==> config.mk <==
export PLATFORM = sky130hd
export DESIGN_NAME = uart_transmitter_flat
export DESIGN_NICKNAME = d
export VERILOG_FILES = /design/src/rtl/uart_transmitter_if.sv /design/src/rtl/uart_transmitter.sv /design/src/flat_wrapper.sv
export SDC_FILE = /design/constraint.sdc
export NUM_CORES = 1
export LEC_CHECK = 0
export ABC_AREA = 1
export CAP_MARGIN = 20
export CORE_MARGIN = 2
export CORE_UTILIZATION = 55
export DETAILED_ROUTE_END_ITERATION = 6
export PLACE_DENSITY = 0.87
export RECOVER_POWER = 50
export SYNTH_ARGS = -nofsm -noshare
export SYNTH_HDL_FRONTEND = slang
export SYNTH_SLANG_ARGS = --single-unit
==> constraint.sdc <==
create_clock -name clk -period 2.93 [get_ports clk]
set_input_delay 0.586 -clock clk [delete_from_list [all_inputs] [get_ports clk]]
set_output_delay 0.586 -clock clk [all_outputs]
set_load 0.01 [all_outputs]
==> src/rtl/uart_transmitter_if.sv <==
// -----------------------------------------------------------------------------
// uart_transmitter_if
// Signal bundle between a character source and the UART transmitter.
//
//   tx_start    : frame request from the source (level-sensitive)
//   data_in     : character to send, DBITS wide
//   tx          : serial line, idle high
//   tx_done     : one-clock pulse at the end of each frame
//   sample_tick : 16x baud tick, exposed for observation
//
// Modports:
//   master : the character source (drives tx_start/data_in)
//   slave  : the transmitter (drives tx/tx_done/sample_tick)
// -----------------------------------------------------------------------------
interface uart_transmitter_if #(
    parameter int DBITS = 8
);
    logic             tx_start;
    logic [DBITS-1:0] data_in;
    logic             tx;
    logic             tx_done;
    logic             sample_tick;

    modport master (
        output tx_start,
        output data_in,
        input  tx,
        input  tx_done,
        input  sample_tick
    );

    modport slave (
        input  tx_start,
        input  data_in,
        output tx,
        output tx_done,
        output sample_tick
    );
endinterface

==> src/rtl/uart_transmitter.sv <==
// -----------------------------------------------------------------------------
// uart_transmitter
// UART serialiser with a free-running baud divider producing a 16x sample tick.
// Frame: start bit (0), DBITS data bits LSB first, optional even-parity bit,
// stop bit(s) lasting SB_TICK sample ticks.
//
// Parameters:
//   DBITS    : data bits per frame
//   SB_TICK  : sample ticks in the stop period (16 = 1, 24 = 1.5, 32 = 2 bits)
//   BR_BITS  : width of the baud divider counter
//   BR_LIMIT : baud divider modulus (clocks per sample tick)
//
// Ports:
//   clk   : single clock, all state updates on its rising edge
//   reset : synchronous reset, active-high
//   bus   : uart_transmitter_if.slave (tx_start, data_in, tx, tx_done,
//           sample_tick)
//
// Build option:
//   UART_TX_PARITY_EN : when defined, a PARITY state sends the even-parity bit
//                       of the captured character between DATA and STOP.
// -----------------------------------------------------------------------------
module uart_transmitter #(
    parameter int DBITS    = 8,
    parameter int SB_TICK  = 16,
    parameter int BR_BITS  = 6,
    parameter int BR_LIMIT = 53
) (
    input  logic                 clk,
    input  logic                 reset,
    uart_transmitter_if.slave    bus
);

    // Tick counter must hold both 15 (one bit time) and SB_TICK-1.
    localparam int S_MAX = (SB_TICK > 16) ? SB_TICK : 16;
    localparam int S_W   = $clog2(S_MAX);
    localparam int N_W   = $clog2(DBITS + 1);

    localparam logic [BR_BITS-1:0] BR_LAST     = BR_BITS'(BR_LIMIT - 1);
    localparam logic [S_W-1:0]     S_LAST_BIT  = S_W'(15);
    localparam logic [S_W-1:0]     S_LAST_STOP = S_W'(SB_TICK - 1);
    localparam logic [N_W-1:0]     N_LAST      = N_W'(DBITS - 1);

`ifdef UART_TX_PARITY_EN
    typedef enum logic [2:0] {IDLE, START, DATA, PARITY, STOP} state_t;
`else
    typedef enum logic [1:0] {IDLE, START, DATA, STOP} state_t;
`endif

    logic [BR_BITS-1:0] br_cnt_reg, br_cnt_next;
    logic               tick;

    state_t             state_reg, state_next;
    logic [S_W-1:0]     s_reg, s_next;
    logic [N_W-1:0]     n_reg, n_next;
    logic [DBITS-1:0]   b_reg, b_next;
    logic               tx_reg, tx_next;
    logic               done;
`ifdef UART_TX_PARITY_EN
    // The shift register is consumed during DATA, so parity is taken at capture.
    logic               par_reg, par_next;
`endif

    // -------------------------------------------------------------------------
    // Baud divider: free-runs in every state, one tick per BR_LIMIT clocks.
    // -------------------------------------------------------------------------
    assign tick        = (br_cnt_reg == BR_LAST);
    assign br_cnt_next = tick ? '0 : br_cnt_reg + 1'b1;

    // -------------------------------------------------------------------------
    // State register
    // -------------------------------------------------------------------------
    always_ff @(posedge clk) begin
        if (reset) begin
            br_cnt_reg <= '0;
            state_reg  <= IDLE;
            s_reg      <= '0;
            n_reg      <= '0;
            b_reg      <= '0;
            tx_reg     <= 1'b1;
`ifdef UART_TX_PARITY_EN
            par_reg    <= 1'b0;
`endif
        end else begin
            br_cnt_reg <= br_cnt_next;
            state_reg  <= state_next;
            s_reg      <= s_next;
            n_reg      <= n_next;
            b_reg      <= b_next;
            tx_reg     <= tx_next;
`ifdef UART_TX_PARITY_EN
            par_reg    <= par_next;
`endif
        end
    end

    // -------------------------------------------------------------------------
    // Next-state logic
    // -------------------------------------------------------------------------
    always_comb begin
        state_next = state_reg;
        s_next     = s_reg;
        n_next     = n_reg;
        b_next     = b_reg;
        done       = 1'b0;
`ifdef UART_TX_PARITY_EN
        par_next   = par_reg;
`endif
        case (state_reg)
            IDLE: begin
                if (tick && bus.tx_start) begin
                    state_next = START;
                    s_next     = '0;
                    n_next     = '0;
                    b_next     = bus.data_in;
`ifdef UART_TX_PARITY_EN
                    par_next   = ^bus.data_in;
`endif
                end
            end
            START: begin
                if (tick) begin
                    if (s_reg == S_LAST_BIT) begin
                        state_next = DATA;
                        s_next     = '0;
                    end else begin
                        s_next = s_reg + 1'b1;
                    end
                end
            end
            DATA: begin
                if (tick) begin
                    if (s_reg == S_LAST_BIT) begin
                        s_next = '0;
                        b_next = b_reg >> 1;
                        if (n_reg == N_LAST) begin
`ifdef UART_TX_PARITY_EN
                            state_next = PARITY;
`else
                            state_next = STOP;
`endif
                        end else begin
                            n_next = n_reg + 1'b1;
                        end
                    end else begin
                        s_next = s_reg + 1'b1;
                    end
                end
            end
`ifdef UART_TX_PARITY_EN
            PARITY: begin
                if (tick) begin
                    if (s_reg == S_LAST_BIT) begin
                        state_next = STOP;
                        s_next     = '0;
                    end else begin
                        s_next = s_reg + 1'b1;
                    end
                end
            end
`endif
            STOP: begin
                if (tick) begin
                    if (s_reg == S_LAST_STOP) begin
                        state_next = IDLE;
                        done       = 1'b1;
                    end else begin
                        s_next = s_reg + 1'b1;
                    end
                end
            end
            default: begin
                state_next = IDLE;
            end
        endcase
    end

    // -------------------------------------------------------------------------
    // Line level is decoded from the state being entered, so the registered tx
    // changes on the same edge as the state register.
    // -------------------------------------------------------------------------
    always_comb begin
        tx_next = 1'b1;
        case (state_next)
            START:   tx_next = 1'b0;
            DATA:    tx_next = b_next[0];
`ifdef UART_TX_PARITY_EN
            PARITY:  tx_next = par_next;
`endif
            default: tx_next = 1'b1;
        endcase
    end

    assign bus.tx          = tx_reg;
    assign bus.tx_done     = done;
    assign bus.sample_tick = tick;

endmodule

==> src/flat_wrapper.sv <==
// flat-port wrapper written by rule: the top's interface ports become plain ports
module uart_transmitter_flat 
#(
    parameter int DBITS    = 8,
    parameter int SB_TICK  = 16,
    parameter int BR_BITS  = 6,
    parameter int BR_LIMIT = 53
)
  (clk, reset, bus_tx_start, bus_data_in, bus_tx, bus_tx_done, bus_sample_tick);
  uart_transmitter_if #(.DBITS(DBITS)) bus_i ();
  input  logic clk;
  input  logic reset;
  input wire logic [$bits(bus_i.tx_start)-1:0] bus_tx_start;
  input wire logic [$bits(bus_i.data_in)-1:0] bus_data_in;
  output wire logic [$bits(bus_i.tx)-1:0] bus_tx;
  output wire logic [$bits(bus_i.tx_done)-1:0] bus_tx_done;
  output wire logic [$bits(bus_i.sample_tick)-1:0] bus_sample_tick;
  assign bus_i.tx_start = bus_tx_start;
  assign bus_i.data_in = bus_data_in;
  assign bus_tx = bus_i.tx;
  assign bus_tx_done = bus_i.tx_done;
  assign bus_sample_tick = bus_i.sample_tick;
  uart_transmitter #(.DBITS(DBITS), .SB_TICK(SB_TICK), .BR_BITS(BR_BITS), .BR_LIMIT(BR_LIMIT)) u_core (.clk(clk), .reset(reset), .bus(bus_i));
endmodule
Word level (Yosys, flattened, before mapping)
Cells that the tools add are included.
W data, S select, Z words.
{"block": "word_totals", "n_memories": 0, "elab_cells": 60, "mem_bits_ro": 0, "in_bits": 11, "ramBits": 0, "output_inout_bits": 3, "register_bits": 25, "latchBits": 0}
{"block": "op_classes", "eq_ne": 15, "n_addsub": 3, "mul": 0, "magnitude_cmp": 0, "mux": 27, "n_shift": 0, "div_mod_pow": 0, "reduce_logical": 8, "n_bitwise": 0}
{"operator": "$mux W4", "n": 8}
{"operator": "$mux W8", "n": 3}
{"operator": "$mux W2", "n": 8}
{"operator": "$pmux W8 S2", "n": 1}
{"operator": "$pmux W4 S3", "n": 1}
{"operator": "$ne A2 B1 Y1 const B", "n": 5}
{"operator": "$add A4 B1 Y4 const B", "n": 2}
{"operator": "$pmux W2 S4", "n": 1}
{"operator": "$pmux W4 S2", "n": 1}
{"operator": "$reduce_and A4 Y1", "n": 2}
{"operator": "$add A6 B1 Y6 const B", "n": 1}
{"operator": "$eq A2 B2 Y1 const B", "n": 3}
{"operator": "$eq A6 B6 Y1 const B", "n": 1}
{"operator": "$reduce_and A5 Y1", "n": 1}
{"operator": "$eq A2 B1 Y1 const B", "n": 2}
{"operator": "$eq A4 B3 Y1 const B", "n": 1}
{"operator": "$eq A4 B4 Y1 const B", "n": 1}
{"operator": "$ne A2 B2 Y1 const B", "n": 2}
{"operator": "$reduce_or A2 Y1", "n": 2}
{"operator": "$mux W1", "n": 3}
{"operator": "$logic_not A2 Y1", "n": 1}
{"operator": "$pmux W1 S2", "n": 1}
{"operator": "$reduce_bool A2 Y1", "n": 1}
{"operator": "$logic_and A1 B1 Y1", "n": 1}

Logic depth before layout (Yosys ltp)
Gate-level depths: netlist of run 1.
{"block": "logic_depth", "ltp_word": 7, "mapped_depth": 13, "depth_no_buf": 13}

Least setup slack after synthesis of run 1
OpenSTA, ideal clock, no wires.
{"block": "synth_path", "kind": "register to output", "startpoint": "register u_core.br_cnt_reg[0]", "endpoint": "output port bus_tx_done", "t_arrival_ns": 1.079, "setup_slack_ns": 1.265, "stages_incl_launch_ff": 7, "required_time_ns": 2.344, "path_cell_list": "dfxtp_1 -> inv_1 -> ha_1 -> nand2_2 -> nor2_8 -> nand2_2 -> nor2_1"}
{"block": "synth_via", "elab_chain_len": 3}
{"item": "from (decl)", "line_no": "uart_transmitter.sv:50", "rtl": "logic [BR_BITS-1:0] br_cnt_reg, br_cnt_next;"}
{"item": "from (signal assigned)", "line_no": "uart_transmitter.sv:85", "rtl": "br_cnt_reg <= br_cnt_next;"}
{"item": "$eq A6 B6 Y1", "line_no": "uart_transmitter.sv:67", "rtl": "assign tick = (br_cnt_reg == BR_LAST);"}
{"item": "named net bus_sample_tick", "line_no": "flat_wrapper.sv:17", "rtl": "output wire logic [$bits(bus_i.sample_tick)-1:0] bus_sample_tick;"}
{"item": "$mux W1", "line_no": "uart_transmitter.sv:163", "rtl": "if (tick) begin"}
{"item": "$mux W1", "line_no": "uart_transmitter.sv:109", "rtl": "case (state_reg)"}
{"item": "to (decl)", "line_no": "flat_wrapper.sv:16", "rtl": "output wire logic [$bits(bus_i.tx_done)-1:0] bus_tx_done;"}
The timed path passes the listed nets, and every way through them passes these cells.

Worst setup path in the final report of run 1
{"block": "layout_path", "startpoint": "register u_core.s_reg[0]", "endpoint": "output port bus_tx_done"}
{"block": "layout_via", "elab_chain_len": 4}
{"item": "from (decl)", "line_no": "uart_transmitter.sv:54", "rtl": "logic [S_W-1:0] s_reg, s_next;"}
{"item": "from (signal assigned)", "line_no": "uart_transmitter.sv:87", "rtl": "s_reg <= s_next;"}
{"item": "$eq A4 B4 Y1", "line_no": "uart_transmitter.sv:164", "rtl": "if (s_reg == S_LAST_STOP) begin"}
{"item": "$mux W1", "line_no": "uart_transmitter.sv:164"}
{"item": "$mux W1", "line_no": "uart_transmitter.sv:163"}
{"item": "$mux W1", "line_no": "uart_transmitter.sv:109"}
Every way passes these cells.

==> flow_metrics.env, run 1 <==
export IMPL_floorplan_rows=18
export IMPL_yosysWarnings=0
export IMPL_maxSlewViolCount=0
export IMPL_synth_enable_flop_cells=0
export IMPL_track_usage=0.207
export IMPL_post_dp_cell_area_sq_um=1560
export IMPL_grt_pass1_vias=1122
export IMPL_yosysSeqAreaShare=0.357
export IMPL_critPathMaxFanout=7
export IMPL_fin_crit_ns=2.68
export IMPL_drc=0
export IMPL_grt_pass1_wl_mm=4.53
export IMPL_worstPathArrival_ns=2.09
export IMPL_htree_levels=1
export IMPL_max_stage_delay_ns=0.54
export IMPL_ant_nets=0
export IMPL_drv_cap=0
export IMPL_syn_cell_area_sq_um=1400
export IMPL_clock_skew_final_ns=0.00541
export IMPL_maxSlewHeadroom=0.676
export IMPL_finalWeightedCongestion=0.858
export IMPL_timing_final_hold_violations=0
export IMPL_synth_cell_types=24
export IMPL_post_route_period_util=0.915
export IMPL_drive_gt1_frac=0.0766
export IMPL_via_per_inst=5.23
export IMPL_numCtsBuffers=3
export IMPL_cts_hold_buf=0
export IMPL_die_y_um=54.5
export IMPL_hold_path_class="reg2reg"
export IMPL_powerDensity_nw_per_um2=341
export IMPL_antenna_found_initial=0
export IMPL_wl_per_cell_um=11.3
export IMPL_synthArstFlopShare=0
export IMPL_area_delta_synth_final_pct=12.8
export IMPL_grt_overflow=0
export IMPL_clk_path_buf_depth=2
export IMPL_first_iter_violations=32
export IMPL_tightest_slew_ns=0.486
export IMPL_rsz0062_at_grt="no"
export IMPL_initial_core_util=0.571
export IMPL_coreArea_sq_um=2450
export IMPL_p_leak_nw=0.682
export IMPL_n_antenna_cell=0
export IMPL_die_w_um=54.5
export IMPL_slowest_stage="clkdlybuf4s50_1"
export IMPL_routed_wl_mm=2.70
export IMPL_syn_avg_cell_area_sq_um=7.19
export IMPL_end_kind="output pin"
export IMPL_tns_ns=0
export IMPL_stdcell_area_sq_um=1580
export IMPL_cp_cell_sequence="ha_1 -> nand3_1 -> inv_1 -> nand2_1 -> nor2_1 -> clkdlybuf4s50_1"
export IMPL_required_ns=2.34
export IMPL_dieArea_sq_um=2970
export IMPL_port_buffers=13
export IMPL_ys_ff_latch=25
export IMPL_vias=1251
export IMPL_netlist_instances=195
export IMPL_cts_tree="done"
export IMPL_p_total_w=0.000538
export IMPL_clkTransAtPathRegs_ns=0.14
export IMPL_worstSkewPairLatency_ns=0.33
export IMPL_cts_sinks=25
export IMPL_synthesis_nets=214
export IMPL_postCtsSetupBuffers=0
export IMPL_crit_buf_inv=2
export IMPL_dr_pass1_iters=4
export IMPL_place_hpwl_mm=2.06
export IMPL_fmax_mhz=373
export IMPL_largest_reg_flops=8
export IMPL_cp_start_kind="flop"
export IMPL_outcome="completed"
export IMPL_grt_max_degree=15
export IMPL_ir_drop_v=0.000350
export IMPL_pin_count=14
export IMPL_cts_root_buf="clkbuf_4"
export IMPL_setup_violations=0
export IMPL_fin_nets=229
export IMPL_ys_flop_type="dfxtp_1"
export IMPL_ctsResizeCount=0
export IMPL_crit_family="buffers and inverters"
export IMPL_criticalPathCategory="reg2out"
-- worst paths after layout --
path | from | endpoint | slack [ns] | cells past startpoint
min reg2reg | u_core.br_cnt_reg[3] | u_core.br_cnt_reg[3] | 0.49 | 2
max reg2reg | u_core.state_reg[0] | u_core.b_reg[1] | 0.91 | 8
min | u_core.br_cnt_reg[3] | u_core.br_cnt_reg[3] | 0.49 | 2
max | u_core.s_reg[0] | bus_tx_done | 0.25 | 6
-- cells in the final DEF, fill, tap and decap left out, types with 2 or more instances in the layout --
master           count
nand3_1             22
clkbuf_4             3
nand2_2              3
dfxtp_1             25
dlygate4sd3_1        2
clkdlybuf4s50_1     11
a21oi_1             18
o211a_1              3
inv_2                3
nand4_1              4
xor2_1               2
nand2_4              2
nor2_1              18
inv_1               21
ha_1                 8
o21ai_0              8
nor3_1               5
nand2_1             42
-- layout make-up --
cell class	count	area, sq um
tap	30	37.5
multi-input combinational	142	791
timing repair buffer	13	130
clock buffer	3	22.5
inverter	25	93.8
fill	213	875
sequential	25	500
clock inverter	1	5.00
-- kinds of logic after synthesis --
family,share of synthesized area
simple gates,0.363
compound gates,0.114
buf+inv,0.0750
flops,0.357
fa+ha+maj,0.0714
xor+xnor,0.0188
-- metrics by stage --
step                      cells  hold slack, ns   util  worst slack [ns]
after global routing        239           0.524  0.644            0.0936
after CTS                   239           0.489  0.646             0.306
after global placement      235           0.464  0.635             0.746
final                       239           0.489  0.644             0.250
after floorplan             195           0.441      -              1.26
after detailed placement    235           0.469  0.635             0.687
-- where the power goes --
group,internal [W],switching (W)
combinational,0.0000163,0.0000149
clock,0.0000513,0.000108
sequential,0.000343,0.00000383
total,0.000411,0.000127
-- worst register-to-register path, stage by stage, from the launching register on --
cell,delay [ns]
dfxtp_1,0.36
inv_1,0.12
ha_1,0.48
nor2_1,0.21
a21oi_1,0.25
nand3_4,0.15
inv_2,0.16
nand3_1,0.10
o211a_1,0.11
-- cells in the mapped netlist (2+ instances only) --
master,number,area [sq um]
a21oi_1,18,90.1
clkbuf_1,3,11.3
dfxtp_1,25,500
ha_1,8,100
inv_1,21,78.8
inv_2,3,11.3
nand2_1,40,150
nand2_2,5,31.3
nand2_4,2,22.5
nand3_1,22,110
nand4_1,4,25.0
nor2_1,18,67.6
nor3_1,5,25.0
o211a_1,3,30.0
o21ai_0,8,40.0
xor2_1,2,17.5
-- layer usage --
layer  GRT usage  vias up  part of all wire
met5           0        -                 0
met4      0.0583        0            0.0078
met3      0.0246        2             0.044
met2       0.378       28              0.48
met1       0.255      553              0.47
li1            -      668                 -
Note: power is estimated with default switching activity, not from simulation.
==> inputs of run 2 (changes only) <==
--- a/config.mk
+++ b/config.mk
@@ -10,7 +10,7 @@
 export CORE_MARGIN = 2
 export CORE_UTILIZATION = 55
 export DETAILED_ROUTE_END_ITERATION = 6
-export PLACE_DENSITY = 0.87
+export PLACE_DENSITY_LB_ADDON = 0.1
 export RECOVER_POWER = 50
 export SYNTH_ARGS = -nofsm -noshare
 export SYNTH_HDL_FRONTEND = slang
==> run 2 against run 1 <==
  * Maximum frequency increased by 3.8%
  * Via count increased by 0.64%
  * Non-clock buffer count increased by 1
  * Clock-buffer cell count unchanged
  * Design area increased by 0.55%
  * Setup slack improved by 0.099 ns
  * Die area unchanged
  * Critical path depth unchanged
  * Clock skew increased by 0.0024 ns
  * Clock power decreased by 4%
  * Sequential share of layout area decreased by 0.17 points
  * Critical path type unchanged
==> flow_metrics.env, run 2 (synthesis results as in run 1) <==
export IMPL_outcome="completed"
export IMPL_hold_path_class="reg2reg"
export IMPL_critPathCapture="bus_tx_done"
export IMPL_ir_drop_v=0.000259
export IMPL_antenna_found_initial=0
export IMPL_finalWeightedCongestion=0.791
export IMPL_worstPathArrival_ns=1.99
export IMPL_largest_reg_flops=8
export IMPL_area_delta_synth_final_pct=13.4
export IMPL_setup_violations=0
export IMPL_grt_pass1_wl_mm=4.60
export IMPL_grt_overflow=0
export IMPL_postCtsSetupBuffers=0
export IMPL_cts_hold_buf=0
export IMPL_reg2regPathDepth=8
export IMPL_tns_ns=0
export IMPL_maxSlewHeadroom=0.664
export IMPL_cts_sinks=25
export IMPL_drive_gt1_frac=0.0857
export IMPL_fin_crit_ns=2.58
export IMPL_r2r_slack_ns=0.85
export IMPL_final_common_cell="nand2_1"
export IMPL_dr_pass1_iters=4
export IMPL_dieArea_sq_um=2970
export IMPL_floorplan_rows=18
export IMPL_criticalPathCategory="reg2out"
export IMPL_required_ns=2.34
export IMPL_coreArea_sq_um=2450
export IMPL_setup_ws_ns=0.349
export IMPL_routed_wl_mm=2.74
export IMPL_track_usage=0.213
export IMPL_powerDensity_nw_per_um2=334
export IMPL_crit_path_start="u_core.s_reg[0]"
export IMPL_via_per_inst=5.25
export IMPL_cts_root_buf="clkbuf_4"
export IMPL_timing_final_hold_violations=0
export IMPL_initial_core_util=0.571
export IMPL_clkTransAtPathRegs_ns=0.13
export IMPL_drv_cap=0
export IMPL_final_cell_mix="nand2_1, dfxtp_1, nand3_1"
export IMPL_die_w_um=54.5
export IMPL_p_leak_nw=0.685
export IMPL_ctsResizeCount=0
export IMPL_numCtsBuffers=3
export IMPL_grt_max_degree=15
export IMPL_die_y_um=54.5
export IMPL_first_iter_violations=17
export IMPL_drc=0
export IMPL_rr_endpoint="u_core.b_reg[5]"
export IMPL_cts_tree="done"
export IMPL_grt_pass1_vias=1090
export IMPL_tightest_slew_ns=0.503
export IMPL_post_route_period_util=0.881
export IMPL_maxSlewViolCount=0
export IMPL_reg2reg_from="u_core.state_reg[1]"
export IMPL_worstSkewPairLatency_ns=0.32
export IMPL_rsz0062_at_grt="no"
export IMPL_fmax_mhz=388
export IMPL_n_antenna_cell=0
export IMPL_clk_path_buf_depth=2
export IMPL_port_buffers=13
export IMPL_place_hpwl_mm=2.09
export IMPL_fin_nets=230
export IMPL_end_kind="output pin"
export IMPL_critPathMaxFanout=7
export IMPL_ant_nets=0
export IMPL_vias=1259
export IMPL_clock_skew_final_ns=0.00783
export IMPL_place_ws_ns=0.713
export IMPL_wl_per_cell_um=11.4
export IMPL_cp_start_kind="flop"
export IMPL_htree_levels=1
export IMPL_pin_count=14
==> run 2: cell count changes in the layout (fill, tap and decap cells not counted) <==
cell | before | now
clkbuf_1 | 0 | 1
nand2_1 | 42 | 40
nand2_2 | 3 | 5
==> run 2: cell type report <==
class | instances | area, sq um
clock buffers | 3 | 22.5
fillers | 236 | 866
multi-input cells | 142 | 796
clock inverters | 1 | 5.00
well taps | 30 | 37.5
repair buffers | 14 | 134
inverters | 25 | 93.8
flip-flops and latches | 25 | 500
==> run 2: worst min-delay path by stage <==
stage | startpoint | end | slack [ns] | cells after the start
after global placement | u_core.br_cnt_reg[0] | u_core.br_cnt_reg[0] | 0.46 | 1
after detailed placement | u_core.br_cnt_reg[0] | u_core.br_cnt_reg[0] | 0.46 | 1
after floorplan | u_core.br_cnt_reg[0] | u_core.br_cnt_reg[0] | 0.44 | 1
after CTS | u_core.br_cnt_reg[0] | u_core.br_cnt_reg[0] | 0.49 | 1
after global routing | u_core.br_cnt_reg[0] | u_core.br_cnt_reg[0] | 0.53 | 1
final | u_core.br_cnt_reg[0] | u_core.br_cnt_reg[0] | 0.49 | 1
==> run 2: routing by layer <==
layer	part of all wire	up-vias	wire, um	track usage
met5	0	-	0	0
met4	0.0058	0	16	0.0542
met3	0.037	2	102	0.0628
met2	0.46	18	1270	0.359
met1	0.49	568	1350	0.263
li1	-	671	-	-
==> run 2: power breakdown <==
part           switching, W  internal (W)
clock network      0.000102     0.0000512
registers        0.00000371      0.000343
logic             0.0000148     0.0000165
==> run 2: per-stage QoR <==
stage / utilization / power (W) / cells / hold slack [ns] / area (sq um)
6_report: 0.647 / 0.000531 / 240 / 0.489 / 1590
5_1_grt: 0.647 / 0.000551 / 240 / 0.533 / 1590
4_1_cts: 0.649 / 0.000540 / 240 / 0.495 / 1590
3_5_place_dp: 0.638 / 0.000387 / 236 / 0.464 / 1570
3_3_place_gp: 0.638 / 0.000386 / 236 / 0.460 / 1570
2_1_floorplan: - / 0.000369 / 195 / 0.441 / 1400
==> run 2: worst max-delay path: stages, from the launching register on <==
cell and delay (ns):
dfxtp_1 0.40, ha_1 0.21, nand3_1 0.13, inv_1 0.18
nand2_2 0.13, nor2_1 0.10, clkdlybuf4s50_1 0.53
